### config.mk
export PLATFORM = sky130hd
export DESIGN_NAME = commit_trace
export DESIGN_NICKNAME = d
export VERILOG_FILES = /design/src/rtl/commit_trace_pkg.sv /design/src/rtl/trace_fifo.sv /design/src/rtl/commit_trace.sv
export VERILOG_INCLUDE_DIRS = /design/src /design/src/rtl
export SDC_FILE = /design/constraint.sdc
export NUM_CORES = 1
export LEC_CHECK = 0
export ABC_AREA = 1
export CAP_MARGIN = 15
export CORE_MARGIN = 2
export CORE_UTILIZATION = 55
export CTS_CLUSTER_SIZE = 12
export DETAILED_ROUTE_END_ITERATION = 12
export GPL_ROUTABILITY_DRIVEN = 0
export GPL_TIMING_DRIVEN = 0
export PLACE_DENSITY_LB_ADDON = 0.2
export SETUP_SLACK_MARGIN = 0.5
export SLEW_MARGIN = 20
export SYNTH_ARGS = -nofsm -noshare
export SYNTH_HDL_FRONTEND = slang
export SYNTH_SLANG_ARGS = --single-unit
### constraint.sdc
create_clock -name clk -period 26 [get_ports clk]
set_input_delay 7.8 -clock clk [delete_from_list [all_inputs] [get_ports clk]]
set_output_delay 7.8 -clock clk [all_outputs]
set_load 0.05 [all_outputs]
### src/rtl/defines.vh
// rtl/defines.vh - stage offsets and record field widths for commit_trace
`ifndef COMMIT_TRACE_DEFINES_VH
`define COMMIT_TRACE_DEFINES_VH
`define CT_EX_OFF  2
`define CT_MEM_OFF 3
`define CT_WB_OFF  4
`define CT_XLEN    32
`define CT_REG_W   5
`endif

### src/rtl/commit_trace_pkg.sv
// rtl/commit_trace_pkg.sv - shared types and constants for the commit tracer
package commit_trace_pkg;
`include "defines.vh"

  // A record is captured from a stage input on the edge where it leaves slot <offset>
  localparam int EX_OFF    = `CT_EX_OFF;
  localparam int MEM_OFF   = `CT_MEM_OFF;
  localparam int WB_OFF    = `CT_WB_OFF;
  localparam int NUM_SLOTS = WB_OFF + 1;
  localparam int XLEN      = `CT_XLEN;
  localparam int REG_W     = `CT_REG_W;

  typedef struct packed {
    logic            valid;
    logic [XLEN-1:0] pc;
    logic [XLEN-1:0] inst;
    logic            is_jump;
    logic [XLEN-1:0] jump_addr;
    logic            mem_rd;
    logic            mem_wr;
    logic [XLEN-1:0] mem_addr;
    logic [XLEN-1:0] mem_data;
  } slot_t;

  typedef struct packed {
    logic [XLEN-1:0]  pc;
    logic [XLEN-1:0]  inst;
    logic [XLEN-1:0]  jump_addr;
    logic [XLEN-1:0]  mem_addr;
    logic [XLEN-1:0]  mem_data;
    logic [XLEN-1:0]  rd_data;
    logic [REG_W-1:0] rd_addr;
    logic             rd_wr;
    logic             is_jump;
    logic             mem_rd;
    logic             mem_wr;
  } trace_rec_t;

  localparam int REC_W = $bits(trace_rec_t);

  // Stores report the written value, everything else the loaded value
  function automatic logic [XLEN-1:0] sel_mem_data(input logic wr, input logic [XLEN-1:0] data_w,
                                                   input logic [XLEN-1:0] data_r);
    return wr ? data_w : data_r;
  endfunction
endpackage

### src/rtl/trace_fifo.sv
// rtl/trace_fifo.sv - record buffer with wrap-bit pointers and zeroed head when empty
module trace_fifo #(
  parameter int DEPTH = 4,
  parameter int WIDTH = 8
) (
  input  logic             clk,
  input  logic             rst,
  input  logic             push,
  input  logic [WIDTH-1:0] push_data,
  input  logic             pop,
  output logic [WIDTH-1:0] head,
  output logic             full,
  output logic             empty
);
  localparam int AW = $clog2(DEPTH);

  logic [WIDTH-1:0] mem [DEPTH];
  logic [AW:0]      wr_ptr;
  logic [AW:0]      rd_ptr;
  logic             do_pop;
  logic             do_push;

  assign empty   = (wr_ptr == rd_ptr);
  assign full    = (wr_ptr[AW] != rd_ptr[AW]) && (wr_ptr[AW-1:0] == rd_ptr[AW-1:0]);
  assign do_pop  = pop && !empty;
  // A pop on a full buffer frees the slot being written this edge
  assign do_push = push && (!full || do_pop);
  assign head    = empty ? '0 : mem[rd_ptr[AW-1:0]];

  // Storage write; contents are qualified by the pointers so no reset is needed
  always_ff @(posedge clk) begin
    if (do_push) mem[wr_ptr[AW-1:0]] <= push_data;
  end

  // Pointer update; the extra top bit separates full from empty
  always_ff @(posedge clk or posedge rst) begin
    if (rst) begin
      wr_ptr <= '0;
      rd_ptr <= '0;
    end else begin
      if (do_push) wr_ptr <= wr_ptr + 1'b1;
      if (do_pop)  rd_ptr <= rd_ptr + 1'b1;
    end
  end
endmodule

### src/rtl/commit_trace.sv
// rtl/commit_trace.sv - aligns per-stage pipeline signals into one retirement record
module commit_trace
  import commit_trace_pkg::*;
#(
  parameter int FIFO_DEPTH = 4,
  parameter int CNT_W      = 16
) (
  input  logic             clk,
  input  logic             rst,
  input  logic             if_valid,
  input  logic [31:0]      if_pc,
  input  logic [31:0]      if_inst,
  input  logic             ex_is_jump,
  input  logic [31:0]      ex_jump_addr,
  input  logic             mem_read,
  input  logic             mem_write,
  input  logic [31:0]      mem_addr,
  input  logic [31:0]      mem_data_r,
  input  logic [31:0]      mem_data_w,
  input  logic             mem_wait,
  input  logic             wb_flush,
  input  logic             wb_reg_wr,
  input  logic [4:0]       wb_reg_addr,
  input  logic [31:0]      wb_reg_data,
  output logic             trc_valid,
  input  logic             trc_ready,
  output logic [31:0]      trc_pc,
  output logic [31:0]      trc_inst,
  output logic [31:0]      trc_jump_addr,
  output logic [31:0]      trc_mem_addr,
  output logic [31:0]      trc_mem_data,
  output logic [31:0]      trc_rd_data,
  output logic [4:0]       trc_rd_addr,
  output logic             trc_rd_wr,
  output logic             trc_is_jump,
  output logic             trc_mem_rd,
  output logic             trc_mem_wr,
  output logic [31:0]      retire_cnt,
  output logic [CNT_W-1:0] drop_cnt,
  output logic             overflow
);
  slot_t      line     [NUM_SLOTS];
  slot_t      line_nxt [NUM_SLOTS];
  trace_rec_t rec;
  trace_rec_t head;
  logic       retire;
  logic       push;
  logic       pop;
  logic       full;
  logic       empty;
  logic       drop;

  // Next alignment line: shift by one stage and capture each stage's inputs as the record leaves it
  always_comb begin
    line_nxt[0]       = '0;
    line_nxt[0].valid = if_valid;
    line_nxt[0].pc    = if_pc;
    line_nxt[0].inst  = if_inst;
    for (int i = 1; i < NUM_SLOTS; i++) line_nxt[i] = line[i-1];
    line_nxt[EX_OFF+1].is_jump    = ex_is_jump;
    line_nxt[EX_OFF+1].jump_addr  = ex_jump_addr;
    line_nxt[MEM_OFF+1].mem_rd    = mem_read;
    line_nxt[MEM_OFF+1].mem_wr    = mem_write;
    line_nxt[MEM_OFF+1].mem_addr  = mem_addr;
    line_nxt[MEM_OFF+1].mem_data  = sel_mem_data(mem_write, mem_data_w, mem_data_r);
  end

  // Alignment line advances only when the pipeline is not stalled
  always_ff @(posedge clk or posedge rst) begin
    if (rst) begin
      for (int i = 0; i < NUM_SLOTS; i++) line[i] <= '0;
    end else if (!mem_wait) begin
      line <= line_nxt;
    end
  end

  assign retire = !mem_wait && line[WB_OFF].valid;
  assign push   = retire && !wb_flush;
  assign pop    = trc_valid && trc_ready;
  assign drop   = push && full && !pop;

  // Retiring record: aligned fields from the last slot plus the live WB inputs
  always_comb begin
    rec           = '0;
    rec.pc        = line[WB_OFF].pc;
    rec.inst      = line[WB_OFF].inst;
    rec.is_jump   = line[WB_OFF].is_jump;
    rec.jump_addr = line[WB_OFF].jump_addr;
    rec.mem_rd    = line[WB_OFF].mem_rd;
    rec.mem_wr    = line[WB_OFF].mem_wr;
    rec.mem_addr  = line[WB_OFF].mem_addr;
    rec.mem_data  = line[WB_OFF].mem_data;
    rec.rd_wr     = wb_reg_wr;
    rec.rd_addr   = wb_reg_addr;
    rec.rd_data   = wb_reg_data;
  end

  trace_fifo #(
    .DEPTH (FIFO_DEPTH),
    .WIDTH (REC_W)
  ) u_fifo (
    .clk       (clk),
    .rst       (rst),
    .push      (push),
    .push_data (rec),
    .pop       (pop),
    .head      (head),
    .full      (full),
    .empty     (empty)
  );

  assign trc_valid     = !empty;
  assign trc_pc        = head.pc;
  assign trc_inst      = head.inst;
  assign trc_jump_addr = head.jump_addr;
  assign trc_mem_addr  = head.mem_addr;
  assign trc_mem_data  = head.mem_data;
  assign trc_rd_data   = head.rd_data;
  assign trc_rd_addr   = head.rd_addr;
  assign trc_rd_wr     = head.rd_wr;
  assign trc_is_jump   = head.is_jump;
  assign trc_mem_rd    = head.mem_rd;
  assign trc_mem_wr    = head.mem_wr;

  // Status counters: retirements wrap, drops saturate, overflow is sticky until reset
  always_ff @(posedge clk or posedge rst) begin
    if (rst) begin
      retire_cnt <= '0;
      drop_cnt   <= '0;
      overflow   <= 1'b0;
    end else begin
      if (push) retire_cnt <= retire_cnt + 32'd1;
      if (drop) begin
        overflow <= 1'b1;
        if (drop_cnt != '1) drop_cnt <= drop_cnt + CNT_W'(1);
      end
    end
  end
endmodule

# Word-level counts from Yosys, hierarchy flattened
# Memory sizes are Yosys's and may differ from the RTL's.
# Index checks and enable logic that the tools add are counted.
# W data, S select, Z words.
[totals]
ff_bits = 512
ramBits = 804
in_bits = 239
elab_cells = 56
n_memories = 1
[memory_table]
columns = ["memory", "depth", "word_bits", "rd", "rd_clocked_by_memory_dff", "wr", "line_no", "rtl"]
rows = [
  ["u_fifo.mem", 4, 201, 1, 0, 1, "trace_fifo.sv:17", "logic [WIDTH-1:0] mem [DEPTH];"],
]
[op_classes]
addsub = 4
eq_ne = 4
n_mux = 4
reduce_logical = 15
[op_table]
columns = ["operator", "count"]
rows = [
  ["$mux W201", 1],
  ["$add A32 B1 Y32 const B", 1],
  ["$mux W32", 1],
  ["$add A16 B1 Y16 const B", 1],
  ["$ne A16 B16 Y1 const B", 1],
  ["$logic_and A1 B1 Y1", 8],
  ["$add A3 B1 Y3 const B", 2],
  ["$logic_not A1 Y1", 5],
  ["$eq A3 B3 Y1", 1],
  ["$eq A2 B2 Y1", 1],
  ["$mux W1", 2],
  ["$reduce_and A2 Y1", 1],
  ["$logic_or A1 B1 Y1", 1],
  ["$ne A1 B1 Y1", 1],
]

# Longest topological paths before layout
# Gate-level depths: netlist (run 1).
[logic_depth]
ltp_word = 8
mapped_depth = 11

# Modules after synthesis
# A second synthesis (run 1) with hierarchy kept.
[unflattened]
hier_cells = 4896
hier_area_um2 = 52298.9
[by_module_without_submodules]
columns = ["mod", "instances", "cells_per_inst", "area_per_inst_um2"]
rows = [
  ["trace_fifo", 1, 2629, 32169.6],
  ["commit_trace", 1, 2267, 20129.3],
]

# Worst setup path after synthesis (run 1)
# No wires, ideal clock.
[synth_path]
kind = "input to register"
start = "input port mem_wait"
end = "memory u_fifo.mem[0][0] (netlist name), enable pin"
setup_ps = 766
t_arrival_ps = 16752
setup_slack_ps = 8483
path_stages = 7
cell_sequence = "buf_6 -> inv_4 -> nand2_2 -> nor2_4 -> buf_6 -> o21ai_2 -> nor2_1"
[synth_via]
elab_chain_cells = 6
[synth_lines]
columns = ["element", "line_no", "rtl"]
rows = [
  ["start, declared", "commit_trace.sv:20", "input logic mem_wait,"],
  ["$logic_not A1 Y1", "commit_trace.sv:77", "assign retire = !mem_wait && line[WB_OFF].valid;"],
  ["$logic_and A1 B1 Y1", "commit_trace.sv:77", ""],
  ["$logic_and A1 B1 Y1", "commit_trace.sv:78", "assign push = retire && !wb_flush;"],
  ["$logic_and A1 B1 Y1", "trace_fifo.sv:27", "assign do_push = push && (!full || do_pop);"],
  ["$mux W1", "trace_fifo.sv:32", "if (do_push) mem[wr_ptr[AW-1:0]] <= push_data;"],
  ["$mux W1 (not written as such)", "trace_fifo.sv:32", ""],
  ["end, declared", "trace_fifo.sv:17", ""],
]
# Every way passes these cells.

# Worst setup path in the final report (run 1)
[layout_path]
start = "register u_fifo.rd_ptr[1]"
end = "output port trc_mem_addr[20]"
[layout_via]
elab_chain_cells = 2
[layout_lines]
columns = ["element", "line_no", "rtl"]
rows = [
  ["start, declared", "trace_fifo.sv:19", "logic [AW:0] rd_ptr;"],
  ["start signal, assigned", "trace_fifo.sv:42", "if (do_pop) rd_ptr <= rd_ptr + 1'b1;"],
  ["$mem_v2 Z4 W201 or $eq A3 B3 Y1 (tied branches)", "-", ""],
  ["$mux W201 *", "trace_fifo.sv:28", "assign head = empty ? '0 : mem[rd_ptr[AW-1:0]];"],
  ["end, declared", "commit_trace.sv:30", "output logic [31:0] trc_mem_addr,"],
]
# Mark *: on every way between the ends. The rest lies on a longest branch, timed or not.

==> impl_metrics.tcl, run 1 <==
set metrics [dict create \
    grt.total_usage 0.280 \
    setup_violations 0 \
    synth_seq_cells 1316 \
    place_inst 6518 \
    route.met2.wl_mm 65.8 \
    cp_max_fo 10 \
    htree_levels 4 \
    post-dp-hpwl_mm 91.3 \
    ys.warnings.count 0 \
    clk_latency_ps 720 \
    rows 112 \
    fillers 6845 \
    path_class "reg2out" \
    cts_root_buf "clkbuf_16" \
    synth_commonest_cells "nand2_1, edfxtp_1, o21ai_0" \
    via_per_inst 5.36 \
    status "completed" \
    synth-edff-count 804 \
    totalWireLength_mm 135 \
    initial_core_util 0.554 \
    netlist_area_um2 51600 \
    hold_viol 0 \
    die-width_um 310 \
    worst_pin_slew_ps 1110 \
    synth_flop_cell "edfxtp_1" \
    post_cts_resized 0 \
    finalMaxSlewViolations 0 \
    critPathArrivalTime_ps 3700 \
    grt_pass1_wl_mm 203 \
    ant_nets 0 \
    cts_setup_buffers 0 \
    wl_met3_mm 9.63 \
    path_clk_slew_ps 50 \
    synth_area_leader_cell "edfxtp_1" \
    synth_most_common_cell "nand2_1" \
    synthArstFlopShare 0.389 \
    worstHoldPathType "reg2reg" \
    drive_above_1_share 0.0679 \
    cts_tree "yes" \
    grt_start_max_net_pins 106 \
    fp.coreArea_um2 93200 \
    yosysTopAreaCellShare 0.468 \
    startpoint_type "flip-flop" \
    dieArea_um2 96300 \
    gr-total-overflow 0 \
    cts_buffer_depth 3 \
    highest_layer "met5" \
    synthCells 4730 \
    fp.dieH_um 310 \
    wl_per_cell_um 19.9 \
    power_density_nw_per_um2 118 \
    drv_cap 0 \
    cts_made_buffers 136 \
    fmax_mhz 87.0 \
    ys_types 28 \
    finalCriticalPeriod_ps 11500 \
    grt_pass1_vias 35527 \
    ir_worst_vdd_mv 0.115 \
    vias 36297 \
    cts.sinks 1316 \
    skew_ps 20.3 \
    ys_seq_area_frac 0.716 \
    dr.pass1.iters 9 \
    cp.required_ps 18200 \
    antenna_found_initial 12 \
    tns_ps 0 \
    wl_met1_mm 53.9 \
    leakage_nw 26.6 \
    slew_headroom 0.258 \
    portBuffers 487 \
    rsz0062_at_grt "no" \
    cp-end-kind "output pin" \
    syn_to_final_growth_pct 23.0 \
    final_cells 6769 \
    ios 490 \
    finalCritPeriodShare 0.442 \
    nNetsFinal 5648 \
    drtIter0Drc 3815 \
    postSynthAreaPerCell_um2 10.9 \
    drc 0 \
    hold_buffers 0 \
    synth_area_leaders "edfxtp_1, dfrtp_1, nand2_1" \
    syn-num-nets 4976 \
]
## final cells by class
class	count	area, um2	share of cell area
clock inverters	30	324	0.00511
multi-input cells	2835	12300	0.193
clock buffers	215	3880	0.0612
flip-flops and latches	1316	37000	0.582
plain buffers	269	1260	0.0198
well taps	1254	1570	0.0247
repair buffers	534	6020	0.0948
diodes	6	15.0	0.000237
inverters	310	1180	0.0186
## path summary, 6_finish.rpt
path | from | to | slack [ps] | cells after the start
worst max-delay path | u_fifo.rd_ptr[1] | trc_mem_addr[20] | 14500 | 9
worst min-delay path | line[770] | line[606] | 460 | 2
worst max register to register | u_fifo.rd_ptr[0] | u_fifo.mem[3][115] | 22970 | 12
worst min register to register | line[770] | line[606] | 460 | 2
max in group asynchronous | rst | line[26] | 16820 | 5
min in group asynchronous | rst | line[771] | 7460 | 2
## worst max-delay path, cell delays in order (launching register included)
cell and delay, ps:
dfrtp_1 370, buf_2 160, inv_1 120, buf_2 420, clkbuf_1 470, o21ai_0 190
o22ai_1 150, nand2_1 80, inv_1 170, clkdlybuf4s50_1 840
## cell families after synthesis
group,count (synthesis),share of synthesized area
AOI/OAI and AO/OA,783,0.0809
xor gates and xnor gates,25,0.00424
adders and majority gates,7,0.00170
buffers and inverters,579,0.0470
DFF,1316,0.716
and+or+nand+nor,2020,0.150
## power by group
part | internal (mW) | switching, mW | total [mW]
combinational | 0.906 | 2.26 | 3.17
clock | 1.08 | 0.768 | 1.84
sequential | 2.37 | 0.0830 | 2.46
## sequential cells by signal, indices dropped and copies added, names as in the netlist
name / cells
u_fifo.wr_ptr: 3
overflow: 1
line: 457
u_fifo.mem: 804
retire_cnt: 32
drop_cnt: 16
u_fifo.rd_ptr: 3
## layer usage
metal,track usage,vias up
li1,-,17104
met1,0.369,17488
met2,0.463,1405
met3,0.0468,288
met4,0.125,12
met5,0,-
## through the flow
step | instance area [um2] | power [mW] | util | hold slack (ps) | worst slack (ps)
after detailed placement | 59200 | 5.65 | 0.636 | 452 | 15190
final | 63500 | 7.47 | 0.681 | 458 | 14500
after global routing | 63500 | 7.78 | 0.681 | 480 | 14290
after floorplan | 51600 | 4.47 | - | 442 | 3900
after CTS | 63500 | 7.49 | 0.681 | 463 | 14440
after global placement | 58100 | 5.62 | 0.623 | 450 | -2600
## cell usage in the layout, fill, tap and decap left out, types with 4 or more instances in the layout
master / netlist / layout
nand2_2: 4 / 4
clkbuf_2: 7 / 9
nand4_1: 18 / 18
o22ai_1: 201 / 201
nor2_1: 479 / 475
bufinv_16: 0 / 5
o21ai_0: 517 / 517
buf_4: 15 / 15
buf_12: 0 / 20
nand2_1: 1476 / 1476
xor2_1: 11 / 11
buf_16: 0 / 27
edfxtp_1: 804 / 804
clkbuf_1: 133 / 196
nand3_1: 23 / 23
diode_2: 0 / 6
clkbuf_8: 0 / 10
a21oi_1: 64 / 64
ha_1: 7 / 7
xnor2_1: 14 / 14
inv_6: 1 / 7
nand3b_1: 8 / 8
clkdlybuf4s50_1: 0 / 487
clkbuf_16: 0 / 140
clkinv_1: 0 / 8
buf_6: 7 / 7
dfrtp_1: 512 / 512
nor2_4: 4 / 8
clkinv_2: 0 / 7
buf_2: 103 / 103
buf_1: 4 / 4
inv_1: 308 / 307
Note: power is estimated with default switching activity, not from simulation.
==> run 2, diff against run 1 <==
==> constraint.sdc (replaced) <==
create_clock -name clk -period 11.8 [get_ports clk]
set_input_delay 3.54 -clock clk [delete_from_list [all_inputs] [get_ports clk]]
set_output_delay 3.54 -clock clk [all_outputs]
set_load 0.05 [all_outputs]
==> run 2 against run 1 <==
Count of clock-buffer cells in the layout grew 1. Worst hold slack hardly changed. Utilization is 0.36 points higher. First-iteration DRC count down 0.79%. Highest routed layer unchanged. Sequential cell count did not move. Total power up 120%.
==> impl_metrics.tcl, run 2 (same netlist as run 1, synthesis figures left out) <==
set metrics [dict create \
    rows 112 \
    drive_above_1_share 0.0712 \
    pre_cts_ws_ps 5110 \
    drv_cap 0 \
    power_frac_comb 0.424 \
    switching_power_mw 6.86 \
    cp-end-kind "output pin" \
    drc 0 \
    cts_buffer_depth 3 \
    power_mw 16.5 \
    ir_worst_vdd_mv 0.279 \
    worst_pin_slew_ps 1020 \
    startpoint_type "flip-flop" \
    cts_tree "yes" \
    hold_viol 0 \
    hold_buffers 0 \
    cp_max_fo 10 \
    finalCritPeriodShare 0.622 \
    finalMaxSlewViolations 0 \
    p_int_mw 9.60 \
    fin_util 0.685 \
    ios 490 \
    grt_start_max_net_pins 36 \
    dr.pass1.iters 6 \
    fillers 6838 \
    worstHoldPathType "reg2reg" \
    initial_core_util 0.554 \
    wl_per_cell_um 19.8 \
    path_clk_slew_ps 60 \
    cts.sinks 1316 \
    setup_violations 0 \
    cts_root_buf "clkbuf_16" \
    antenna_found_initial 11 \
    critPathArrivalTime_ps 3800 \
    totalWireLength_mm 134 \
    slew_headroom 0.322 \
    cts_setup_buffers 0 \
    skew_ps 26.2 \
    path_class "reg2out" \
    final_common_cell "nand2_1" \
    power_density_nw_per_um2 258 \
    p_sw_frac 0.417 \
    drtIter0Drc 3785 \
    nNetsFinal 5663 \
    holdWs_ps 457 \
    rsz0062_at_grt "no" \
    htree_levels 4 \
    grt_pass1_vias 35532 \
    gr-total-overflow 0 \
    fp.coreArea_um2 93200 \
    cp.required_ps 8260 \
    finalCriticalPeriod_ps 7340 \
    portBuffers 487 \
    clk_latency_ps 740 \
    cts_made_buffers 135 \
    status "completed" \
    largest_reg_flops 804 \
    vias 36406 \
    fp.dieH_um 310 \
    grt.total_usage 0.280 \
    via_per_inst 5.37 \
    die-width_um 310 \
    fin_ws_ps 4460 \
    post_cts_resized 0 \
    syn_to_final_growth_pct 23.6 \
    leakage_nw 26.8 \
    grt_pass1_wl_mm 203 \
    final_cell_mix "nand2_1, edfxtp_1, o21ai_0" \
    post-dp-hpwl_mm 92.5 \
    seqPwrFrac 0.329 \
    clkPwrFrac 0.247 \
    ant_nets 0 \
    fmax_mhz 136 \
    dieArea_um2 96300 \
]
[run 2: per-layer routing]
metal	vias to the layer above	share of wire	track usage	wire length, um
met1	17469	0.40	0.375	53700
met5	-	0.00078	0	105
li1	17122	-	-	-
met4	12	0.040	0.119	5370
met3	275	0.077	0.0455	10400
met2	1528	0.48	0.458	64900
[run 2: layout make-up]
class / count / area (um2) / area share
clock buffer: 216 / 3960 / 0.0621
timing repair buffer: 550 / 6360 / 0.0997
sequential: 1316 / 37000 / 0.579
inverter: 310 / 1170 / 0.0184
tap: 1254 / 1570 / 0.0246
antenna: 5 / 12.5 / 0.000196
multi-input combinational: 2835 / 12300 / 0.192
clock inverter: 24 / 251 / 0.00394
buffer: 269 / 1260 / 0.0197
[run 2: power by group through the flow]
stage / Clock [mW] / Sequential (mW) / Combinational, mW
detailed placement: 0 / 5.50 / 6.96
global placement: 0 / 5.54 / 6.84
floorplan: 0 / 5.50 / 4.35
finish: 4.06 / 5.41 / 6.98
global route: 4.30 / 5.44 / 7.39
CTS: 4.11 / 5.41 / 6.99
[run 2: path summary, 6_finish.rpt]
| check | start | cells after the start | slack, ps | endpoint |
|---|---|---|---|---|
| max | u_fifo.rd_ptr[1] | 9 | 4460 | trc_pc[24] |
| min | line[605] | 2 | 460 | line[441] |
| max in group asynchronous | rst | 7 | 7350 | line[16] |
| max reg2reg | u_fifo.rd_ptr[0] | 13 | 8750 | u_fifo.mem[2][75] |
| min reg2reg | line[605] | 2 | 460 | line[441] |
| min in group asynchronous | rst | 2 | 3060 | line[755] |
[run 2: critical path, stage by stage (launching register included)]
cell             delay (ps)
dfrtp_1                 380
buf_2                   170
inv_1                   130
buf_2                   410
clkbuf_1                460
o21ai_0                 210
o22ai_1                 330
nand2_1                 100
inv_1                    70
clkdlybuf4s50_1         800
[run 2: through the flow]
step	instances	instance area [um2]	TNS, ps
finish	6779	63800	0
global route	6776	63800	0
CTS	6774	63800	0
detailed placement	6534	59600	0
global placement	6471	58100	-8213160
floorplan	4730	51600	-1171740
